**src/rtl/cube_pkg.sv**
```systemverilog
// ---------------------------------------------------------------------------
// cube_pkg
//   Shared definitions for the cube scramble logic: face codes, turn
//   directions, the move record and a helper that picks the substitute
//   face when the random source keeps producing unusable draws.
// ---------------------------------------------------------------------------
package cube_pkg;

    localparam int NUM_FACES = 6;

    typedef enum logic [2:0] {
        FACE_U = 3'd0,
        FACE_D = 3'd1,
        FACE_L = 3'd2,
        FACE_R = 3'd3,
        FACE_F = 3'd4,
        FACE_B = 3'd5
    } face_e;

    typedef enum logic {
        DIR_CW  = 1'b0,
        DIR_CCW = 1'b1
    } dir_e;

    typedef struct packed {
        face_e face;
        dir_e  dir;
    } move_t;

    // Substitute face: the one after the previous face, wrapping B -> U.
    // With no previous face in this scramble, U is used.
    function automatic face_e next_face(input face_e prev, input logic prev_valid);
        if (!prev_valid || prev == FACE_B) begin
            return FACE_U;
        end
        return face_e'(prev + 3'd1);
    endfunction

endpackage

```
**src/rtl/move_decoder.sv**
```systemverilog
// ---------------------------------------------------------------------------
// move_decoder
//   Turns a 4-bit random value into a candidate move and flags it when it
//   cannot be used.
//
//   i_v           in  4  random value {hi, lo}, 0..15
//   i_prev_face   in  3  face of the previously accepted move
//   i_prev_valid  in  1  i_prev_face holds a face from this scramble
//   o_face        out 3  candidate face (i_v >> 1)
//   o_dir         out 1  candidate direction (i_v[0])
//   o_reject      out 1  value out of range or face repeats the previous one
// ---------------------------------------------------------------------------
module move_decoder
    import cube_pkg::*;
(
    input  logic [3:0] i_v,
    input  logic [2:0] i_prev_face,
    input  logic       i_prev_valid,
    output logic [2:0] o_face,
    output logic       o_dir,
    output logic       o_reject
);

    logic w_out_of_range;
    logic w_repeat;

    assign o_face = i_v[3:1];
    assign o_dir  = i_v[0];

    // Only the first 2*NUM_FACES codes map onto a face/direction pair;
    // the rest are discarded rather than folded, to keep the faces uniform.
    assign w_out_of_range = (i_v >= 4'(2 * NUM_FACES));
    assign w_repeat       = i_prev_valid && (o_face == i_prev_face);
    assign o_reject       = w_out_of_range || w_repeat;

endmodule

```
**src/rtl/scramble_sequencer.sv**
```systemverilog
// ---------------------------------------------------------------------------
// scramble_sequencer
//   Generates a scramble of SCRAMBLE_LEN cube moves. Each move is built from
//   two 2-bit draws of an external random generator (high half, then low
//   half). Unusable draws are retried up to MAX_RETRY times before a
//   deterministic substitute move is used. Moves are offered with a
//   valid/ready handshake.
//
//   Parameters: SCRAMBLE_LEN (1..31), RNG_LAT (>= 1), MAX_RETRY.
//
//   clk         in  1  rising-edge clock
//   reset       in  1  asynchronous reset, active low
//   start       in  1  begin a scramble (only looked at while idle)
//   rand_in     in  4  generator output, bits [1:0] used
//   rand_step   out 1  one-cycle request for a new random value
//   move_valid  out 1  move_face/move_dir/move_idx carry a move
//   move_ready  in  1  downstream accepts the move
//   move_face   out 3  face code U,D,L,R,F,B = 0..5
//   move_dir    out 1  0 clockwise, 1 counter-clockwise
//   move_idx    out 5  position of the move within the scramble
//   busy        out 1  scramble in progress
//   done        out 1  one-cycle pulse after the last move is accepted
// ---------------------------------------------------------------------------
module scramble_sequencer
    import cube_pkg::*;
#(
    parameter int SCRAMBLE_LEN = 20,
    parameter int RNG_LAT      = 2,
    parameter int MAX_RETRY    = 15
) (
    input  logic       clk,
    input  logic       reset,
    input  logic       start,
    input  logic [3:0] rand_in,
    output logic       rand_step,
    output logic       move_valid,
    input  logic       move_ready,
    output logic [2:0] move_face,
    output logic       move_dir,
    output logic [4:0] move_idx,
    output logic       busy,
    output logic       done
);

    localparam logic [2:0] S_IDLE    = 3'd0;
    localparam logic [2:0] S_STEP_HI = 3'd1;
    localparam logic [2:0] S_WAIT_HI = 3'd2;
    localparam logic [2:0] S_STEP_LO = 3'd3;
    localparam logic [2:0] S_WAIT_LO = 3'd4;
    localparam logic [2:0] S_CHECK   = 3'd5;
    localparam logic [2:0] S_OFFER   = 3'd6;

    localparam int WAIT_W  = (RNG_LAT > 1) ? $clog2(RNG_LAT) : 1;
    localparam int RETRY_W = (MAX_RETRY > 0) ? $clog2(MAX_RETRY + 1) : 1;

    localparam logic [WAIT_W-1:0]  LAT_LAST   = WAIT_W'(RNG_LAT - 1);
    localparam logic [RETRY_W-1:0] RETRY_LAST = RETRY_W'(MAX_RETRY);
    localparam logic [4:0]         LAST_IDX   = 5'(SCRAMBLE_LEN - 1);

    logic [2:0]         r_state;
    logic [WAIT_W-1:0]  r_wait;
    logic [1:0]         r_hi;
    logic [1:0]         r_lo;
    logic [RETRY_W-1:0] r_retry;
    face_e              r_prev_face;
    logic               r_prev_valid;
    move_t              r_move;
    logic [4:0]         r_idx;
    logic               r_done;

    logic [2:0] w_face;
    logic       w_dir;
    logic       w_reject;
    face_e      w_fallback;

    // The generator drives a full nibble; only the low two bits carry
    // entropy for this block.
    logic w_unused_rand_hi;
    assign w_unused_rand_hi = ^rand_in[3:2];

    move_decoder u_move_decoder (
        .i_v          ({r_hi, r_lo}),
        .i_prev_face  (r_prev_face),
        .i_prev_valid (r_prev_valid),
        .o_face       (w_face),
        .o_dir        (w_dir),
        .o_reject     (w_reject)
    );

    assign w_fallback = next_face(r_prev_face, r_prev_valid);

    // NOTE: every register below is assigned with <= so all of them update
    // together from the values present before the edge.
    always_ff @(posedge clk or negedge reset) begin
        if (!reset) begin
            r_state      <= S_IDLE;
            r_wait       <= '0;
            r_hi         <= '0;
            r_lo         <= '0;
            r_retry      <= '0;
            r_prev_face  <= FACE_U;
            r_prev_valid <= 1'b0;
            r_move       <= '0;
            r_idx        <= '0;
            r_done       <= 1'b0;
        end else begin
            r_done <= 1'b0;
            case (r_state)
                S_IDLE: begin
                    if (start) begin
                        r_idx        <= '0;
                        r_retry      <= '0;
                        r_prev_valid <= 1'b0;
                        r_state      <= S_STEP_HI;
                    end
                end
                S_STEP_HI: begin
                    r_wait  <= '0;
                    r_state <= S_WAIT_HI;
                end
                S_WAIT_HI: begin
                    if (r_wait == LAT_LAST) begin
                        r_hi    <= rand_in[1:0];
                        r_state <= S_STEP_LO;
                    end else begin
                        r_wait <= r_wait + 1'b1;
                    end
                end
                S_STEP_LO: begin
                    r_wait  <= '0;
                    r_state <= S_WAIT_LO;
                end
                S_WAIT_LO: begin
                    if (r_wait == LAT_LAST) begin
                        r_lo    <= rand_in[1:0];
                        r_state <= S_CHECK;
                    end else begin
                        r_wait <= r_wait + 1'b1;
                    end
                end
                S_CHECK: begin
                    if (!w_reject) begin
                        r_move  <= '{face: face_e'(w_face), dir: dir_e'(w_dir)};
                        r_state <= S_OFFER;
                    end else if (r_retry == RETRY_LAST) begin
                        // This rejection would exceed the retry budget:
                        // stop drawing and use the substitute move.
                        r_move  <= '{face: w_fallback, dir: DIR_CW};
                        r_state <= S_OFFER;
                    end else begin
                        r_retry <= r_retry + 1'b1;
                        r_state <= S_STEP_HI;
                    end
                end
                S_OFFER: begin
                    if (move_ready) begin
                        r_prev_face  <= r_move.face;
                        r_prev_valid <= 1'b1;
                        r_retry      <= '0;
                        if (r_idx == LAST_IDX) begin
                            r_done  <= 1'b1;
                            r_state <= S_IDLE;
                        end else begin
                            r_idx   <= r_idx + 5'd1;
                            r_state <= S_STEP_HI;
                        end
                    end
                end
                default: r_state <= S_IDLE;
            endcase
        end
    end

    assign rand_step  = (r_state == S_STEP_HI) || (r_state == S_STEP_LO);
    assign move_valid = (r_state == S_OFFER);
    assign busy       = (r_state != S_IDLE);
    assign move_face  = r_move.face;
    assign move_dir   = r_move.dir;
    assign move_idx   = r_idx;
    assign done       = r_done;

endmodule

```
**config.mk**
```make
export PLATFORM = sky130hd
export DESIGN_NAME = scramble_sequencer
export DESIGN_NICKNAME = d
export VERILOG_FILES = /design/src/rtl/cube_pkg.sv /design/src/rtl/move_decoder.sv /design/src/rtl/scramble_sequencer.sv
export SDC_FILE = /design/constraint.sdc
export NUM_CORES = 1
export LEC_CHECK = 0
export ABC_AREA = 0
export CAP_MARGIN = 30
export CORE_ASPECT_RATIO = 1.25
export CORE_MARGIN = 1
export CORE_UTILIZATION = 40
export DETAILED_ROUTE_END_ITERATION = 10
export PLACE_DENSITY = 0.7
export REMOVE_ABC_BUFFERS = 1
export SKIP_CTS_REPAIR_TIMING = 1
export SLEW_MARGIN = 30
export SYNTH_ARGS = -nofsm -noshare
export SYNTH_HDL_FRONTEND = slang
export SYNTH_SLANG_ARGS = --single-unit
```
**constraint.sdc**
```tcl
create_clock -name clk -period 3.7 [get_ports clk]
set_input_delay 0.74 -clock clk [delete_from_list [all_inputs] [get_ports clk]]
set_output_delay 0.74 -clock clk [all_outputs]
set_load 0.01 [all_outputs]
```
==> metrics.md, run 1 <==
| Metric | Value |
|---|---|
| Initial core utilization | `0.423` |
| Cell Count, Final, Fillers Out | `between 200 and 250` |
| # port buffers | `18` |
| # setup viols final | `0` |
| Slew Limit Fails | `0` |
| Crit Path Max Fanout | `16` |
| Ys flop type | `dfrtp_1` |
| Final ANT Viol Nets | `0` |
| Via count | `about 1100` |
| Critical path destination | `move_valid` |
| Final TNS setup | `0 ns` |
| Clock skew | `around 0.0048 ns` |
| Share of the synthesized area in the top cell type | `0.438` |
| Synth Warn # | `0` |
| # IOs | `21` |
| Crit end category | `output port` |
| Slew headroom | `0.684` |
| Top post-synthesis cells by area | `dfrtp_1, mux2_2, mux2_4, o21ai_0, nand2_1` |
| Final Hold Fails | `0` |
| Vias/cell | `5.60` |
| Root Buffer Master | `clkbuf_8` |
| R2r setup slk | `about 1.6 ns` |
| Util after Layout | `0.496` |
| DP HPWL | `roughly 2.1 mm` |
| Worst skew pair latency | `roughly 0.27 ns` |
| Unrepaired setup endpoints after global routing | `no` |
| TritonCTS clock tree | `built` |
| Total GRT Usage | `0.151` |
| Synth area leader | `dfrtp_1` |
| Synth Register Bits | `26` |
| Placed cell count | `201` |
| Post-Syn Area | `around 0.0015 sq mm` |
| Maximum clock path buffer count | `2` |
| F_max | `roughly 0.38 GHz` |
| WHS | `around 0.52 ns` |
| Clock buffer count from CTS | `3` |
| Nets | `about 180` |
| Distinct cells, synth | `40` |
| Tcrit/Tclk final | `0.717` |
| Leak | `0.768 nW` |
| Remaining Overflow, GRT | `0` |
| Critical Path RT | `around 3.0 ns` |
| Initial DRC Count | `29` |
| R2R depth | `5` |
| Hold Path Class | `reg2reg` |
| Gpl congestion | `between 0.8 and 0.9` |
| Area Overhead vs Synth | `17.4%` |
| Reg2reg end | `r_retry[3]$_DFFE_PN0P_` |
| Total Routed Length | `around 2.9 mm` |
| Die height | `approximately 70 microns` |
| Worst vdd ir | `0.000360 V` |
| WS Path Type | `reg2out` |
| EDFF count, synth | `0` |
| Max Cap Viol | `0` |
| Die X | `about 57 microns` |
| Die area | `0.00396 sq mm` |
| Average wire per standard cell | `around 14 microns` |
| Row count | `24` |
| Sequential fraction of the synthesis area | `0.438` |
| CTS Sinks | `26` |
| First-pass GRT wire length | `roughly 4.8 mm` |
| Antenna violations before repair | `0` |
| Worst Path Arrival | `approximately 1.9 ns` |
| Run status | `complete, no violations` |
| Most frequent cells in the layout | `dfrtp_1, clkdlybuf4s50_1, nand2_1` |
| Final min period | `2.65 ns` |
| Worst r2r src | `r_state[1]$_DFFE_PN0P_` |
| DRC viols | `0` |
| Layout cell share with drive strength beyond 1 | `0.139` |
| Commonest non-fill, non-tap cell in the layout | `dfrtp_1` |
| Core area | `roughly 0.0035 sq mm` |
| Gate Count Post-Synth | `roughly 150` |
| DRT Pass-1 Iters | `4` |
| Largest net degree at the start of global routing | `27` |
| CTS clock-pin slew for the worst setup and hold paths | `about 0.090 ns` |
| Ant diodes | `0` |
| Slew of the pin with the lowest slew margin | `~0.47 ns` |
| Htree depth | `1` |
| Cell area power density | `about 760 mW/mm^2` |
| Vias in the first global route | `approximately 1100` |
| Post-synth ARST share | `1.00` |
| Syn Area/Cell | `9.97 sq um` |
| CP startpoint | `r_state[1]$_DFFE_PN0P_` |
| Startpoint Class | `flip-flop` |
cell type report:
cell class	count	area (sq um)
multi-input combinational	110	776
tap	39	48.8
timing repair buffer	19	188
fill	331	1770
inverter	7	26.3
sequential	26	651
clock buffer	4	55.1
cell usage after synthesis (3+ instances only):
master and number:
ha_1 4, mux2_4 6, a21oi_1 5, nand4_1 4, o21ai_0 13, nor2_1 9, mux2_2 8, and3_1 3
nand3_1 6, dfrtp_1 26, a21o_1 3, nand2_1 16, nor2b_1 5, inv_1 7, clkbuf_1 3
worst min path at each step:
stage | from | endpoint | slack (ns) | cells after the start
after floorplan | reset | done$_DFF_PN0_ | 0.44 | 0
after global placement | move_face[1]$_DFFE_PN0P_ | r_prev_face[1]$_DFFE_PN0P_ | 0.49 | 2
after detailed placement | r_lo[0]$_DFFE_PN0P_ | r_lo[0]$_DFFE_PN0P_ | 0.51 | 1
after CTS | r_retry[0]$_DFFE_PN0P_ | r_retry[0]$_DFFE_PN0P_ | 0.53 | 1
after global routing | r_lo[0]$_DFFE_PN0P_ | r_lo[0]$_DFFE_PN0P_ | 0.55 | 1
final | r_retry[0]$_DFFE_PN0P_ | r_retry[0]$_DFFE_PN0P_ | 0.52 | 1
cell families (layout without fill, tap and decap cells):
logic type,Yosys count,count (layout),synth area share
mux,15,15,0.128
buf+inv,13,30,0.0396
flops,26,26,0.438
simple gates,54,54,0.193
xor+xnor,3,3,0.0177
compound gates,34,34,0.150
fa+ha+maj,4,4,0.0337
through the flow:
step | power (mW) | setup slack, ns | cell area, sq um
floorplan | 0.953 | 1.68 | 1450
global placement | 1.14 | 1.11 | 1690
detailed placement | 1.15 | 1.06 | 1690
CTS | 1.34 | 1.06 | 1740
global route | 1.43 | 0.941 | 1740
finish | 1.33 | 1.05 | 1740
layer usage:
layer | share of wire | GRT usage | up-vias
li1 | - | - | 566
met1 | 0.42 | 0.183 | 554
met2 | 0.54 | 0.277 | 27
met3 | 0.030 | 0.0185 | 2
met4 | 0.0066 | 0.0407 | 0
met5 | 0 | 0 | -
registers in the layout (all words and copies together), names as in the netlist:
signal	flops
r_prev_face	3
r_wait	1
r_prev_valid	1
r_state	3
move_face	3
r_lo	2
move_idx	5
r_retry	4
r_hi	2
done	1
move_dir	1
critical path, stage by stage, from the launching register on:
cell             delay [ns]
dfrtp_1                0.62
and2b_1                0.24
nand2_1                0.12
inv_1                  0.12
clkdlybuf4s50_1        0.54
report_power, final:
part           switching, mW  leakage, nW  internal, mW
sequential             0.144        0.333         0.382
combinational          0.283        0.406         0.338
clock                 0.0864       0.0288        0.0950
total                  0.513        0.768         0.815
Note: power is estimated with default switching activity, not from simulation.
==> inputs of run 2 (changes only) <==
PLACE_DENSITY = 0.72   (was 0.7)
clock period = 2.3 ns   (was 3.7 ns; I/O delays follow)
==> run 2 against run 1 <==
Final area rose by 0.93%. Core utilization up 0.46 points. Power rose by 62%. Register-to-register slack worse by 1.2 ns. Worst hold slack better by 0.0056 ns. Sequential cell count unchanged.
==> metrics.md, run 2 (synthesized netlist as in run 1, its figures left out) <==
| Metric | Value |
|---|---|
| Run status | `complete, no violations` |
| Worst r2r src | `r_prev_face[0]$_DFFE_PN0P_` |
| Die height | `about 70 microns` |
| Final ANT Viol Nets | `0` |
| Reg2reg end | `move_face[1]$_DFFE_PN0P_` |
| CTS Sinks | `26` |
| Initial DRC Count | `25` |
| Remaining Overflow, GRT | `0` |
| CTS clock-pin slew for the worst setup and hold paths | `about 0.090 ns` |
| Worst vdd ir | `0.000608 V` |
| Layout cell share with drive strength beyond 1 | `0.179` |
| Kind of cell adding the most delay to the critical path | `buffers and inverters` |
| Commonest non-fill, non-tap cell in the layout | `dfrtp_1` |
| Final-layout fill cell count | `333` |
| DP HPWL | `roughly 2.3 mm` |
| Vias in the first global route | `roughly 1200` |
| Crit Path Max Fanout | `9` |
| Slew headroom | `0.736` |
| Largest stage delay, worst path | `approximately 0.48 ns` |
| Comb pwr share | `0.496` |
| Final min period | `2.22 ns` |
| Area Overhead vs Synth | `18.5%` |
| Critical Path RT | `1.84 ns` |
| DRT Pass-1 Iters | `4` |
| Htree depth | `1` |
| Clock skew | `roughly 0.011 ns` |
| Sw Pwr | `0.847 mW` |
| DRC viols | `0` |
| Final Hold Fails | `0` |
| Core area | `0.00351 sq mm` |
| Critical Path, Cell by Cell | `buf_4 -> or3_1 -> clkdlybuf4s50_1` |
| Worst hold start | `move_face[1]$_DFFE_PN0P_` |
| Total GRT Usage | `0.171` |
| Internal power | `around 1.3 mW` |
| Ant diodes | `0` |
| Final WS setup | `approximately 0.079 ns` |
| Crit end category | `output port` |
| F_max | `between 0.4 and 0.5 GHz` |
| R2r setup slk | `about 0.35 ns` |
| Slew of the pin with the lowest slew margin | `0.396 ns` |
| Via count | `approximately 1200` |
| Setup WS pre-CTS | `-0.00805 ns` |
| Unrepaired setup endpoints after global routing | `no` |
| Gpl congestion | `between 0.8 and 0.9` |
| R2R depth | `5` |
| Hold Path Class | `reg2reg` |
| Final TNS setup | `0 ns` |
| Total Routed Length | `just over 3 mm` |
| Root Buffer Master | `clkbuf_8` |
| Largest net degree at the start of global routing | `27` |
| Part of the power in registers | `0.384` |
| Maximum clock path buffer count | `2` |
| Die X | `56.5 microns` |
| Die area | `~0.004 sq mm` |
| Most frequent cells in the layout | `dfrtp_1, clkdlybuf4s50_1, nand2_1` |
| Vias/cell | `5.66` |
| Worst Path Arrival | `roughly 1.8 ns` |
| Total power | `between 2 and 2.5 mW` |
| Tcrit/Tclk final | `0.966` |
| Clk pwr share | `0.120` |
| Row count | `24` |
| Max reg flops | `5` |
| Slew Limit Fails | `0` |
| Max Cap Viol | `0` |
| WHS | `around 0.52 ns` |
| Cell area power density | `1220 mW/mm^2` |
| Startpoint Class | `flip-flop` |
| Average wire per standard cell | `roughly 15 microns` |
| # port buffers | `18` |
| TritonCTS clock tree | `built` |
| Slowest-stage cell, CP | `clkdlybuf4s50_1` |
| Worst skew pair latency | `0.28 ns` |
| Nets | `between 150 and 200` |
| WP buf/inv | `2` |
| Leak | `between 0.7 and 0.8 nW` |
| Sink of the worst hold path | `r_prev_face[1]$_DFFE_PN0P_` |
| Util after Layout | `0.501` |
| Antenna violations before repair | `0` |
| First-pass GRT wire length | `around 5.3 mm` |
| Clock buffer count from CTS | `3` |
| Initial core utilization | `0.423` |
| Switch share | `0.393` |
| # IOs | `21` |
| WS Path Type | `reg2out` |
| # setup viols final | `0` |
| Hold path cells | `2` |
==> run 2: cell types whose count changed in the layout (fill, tap and decap cells not counted) <==
cell and delta:
nand2_1 -1, dfrtp_1 -3, dfrtp_2 +3, buf_4 +3, nand2_2 +1, and2b_2 +1, and2b_1 -1, clkbuf_8 -1
==> run 2: worst reg2reg max path: stages, from the launching register on <==
cell     delay (ns)
dfrtp_1        0.44
xnor2_1        0.23
a22o_1         0.17
and3_1         0.41
mux2_4         0.34
mux2_4         0.25
==> run 2: power groups by stage <==
stage / combinational (mW) / clock (mW) / sequential [mW]
global placement: 1.03 / 0 / 0.818
finish: 1.07 / 0.258 / 0.828
floorplan: 0.716 / 0 / 0.817
detailed placement: 1.07 / 0 / 0.827
CTS: 1.07 / 0.267 / 0.820
global route: 1.19 / 0.286 / 0.857
==> run 2: routing by layer <==
| layer | track usage | up-vias | wire, microns |
|---|---|---|---|
| met3 | 0.0370 | 8 | 138 |
| met1 | 0.203 | 555 | 1340 |
| met4 | 0.0894 | 0 | 70 |
| met2 | 0.286 | 39 | 1520 |
| met5 | 0 | - | 0 |
| li1 | - | 570 | - |
==> run 2: area by class of cell <==
| cell class | count | area (sq um) | area share |
|---|---|---|---|
| clock buffers | 3 | 41.3 | 0.0235 |
| inverters | 7 | 26.3 | 0.0149 |
| multi-input cells | 110 | 779 | 0.443 |
| flip-flops and latches | 26 | 654 | 0.372 |
| well taps | 39 | 48.8 | 0.0277 |
| repair buffers | 22 | 210 | 0.119 |
==> run 2: how the worst max path moves through the flow <==
stage	start	end	slack (ns)	cells past startpoint
after CTS	r_state[0]$_DFFE_PN0P_	move_valid	0.009	4
after global routing	r_state[1]$_DFFE_PN0P_	busy	0.02	3
after detailed placement	start	r_retry[3]$_DFFE_PN0P_	-0.008	6
final	r_state[1]$_DFFE_PN0P_	busy	0.08	3
after global placement	start	r_retry[3]$_DFFE_PN0P_	0.03	6
after floorplan	r_state[2]$_DFFE_PN0P_	r_retry[3]$_DFFE_PN0P_	0.48	5
==> run 2: per-stage QoR <==
step / cell area (sq um) / instances
CTS: 1750 / 207
finish: 1760 / 207
global placement: 1710 / 204
floorplan: 1450 / 143
global route: 1760 / 207
detailed placement: 1710 / 204
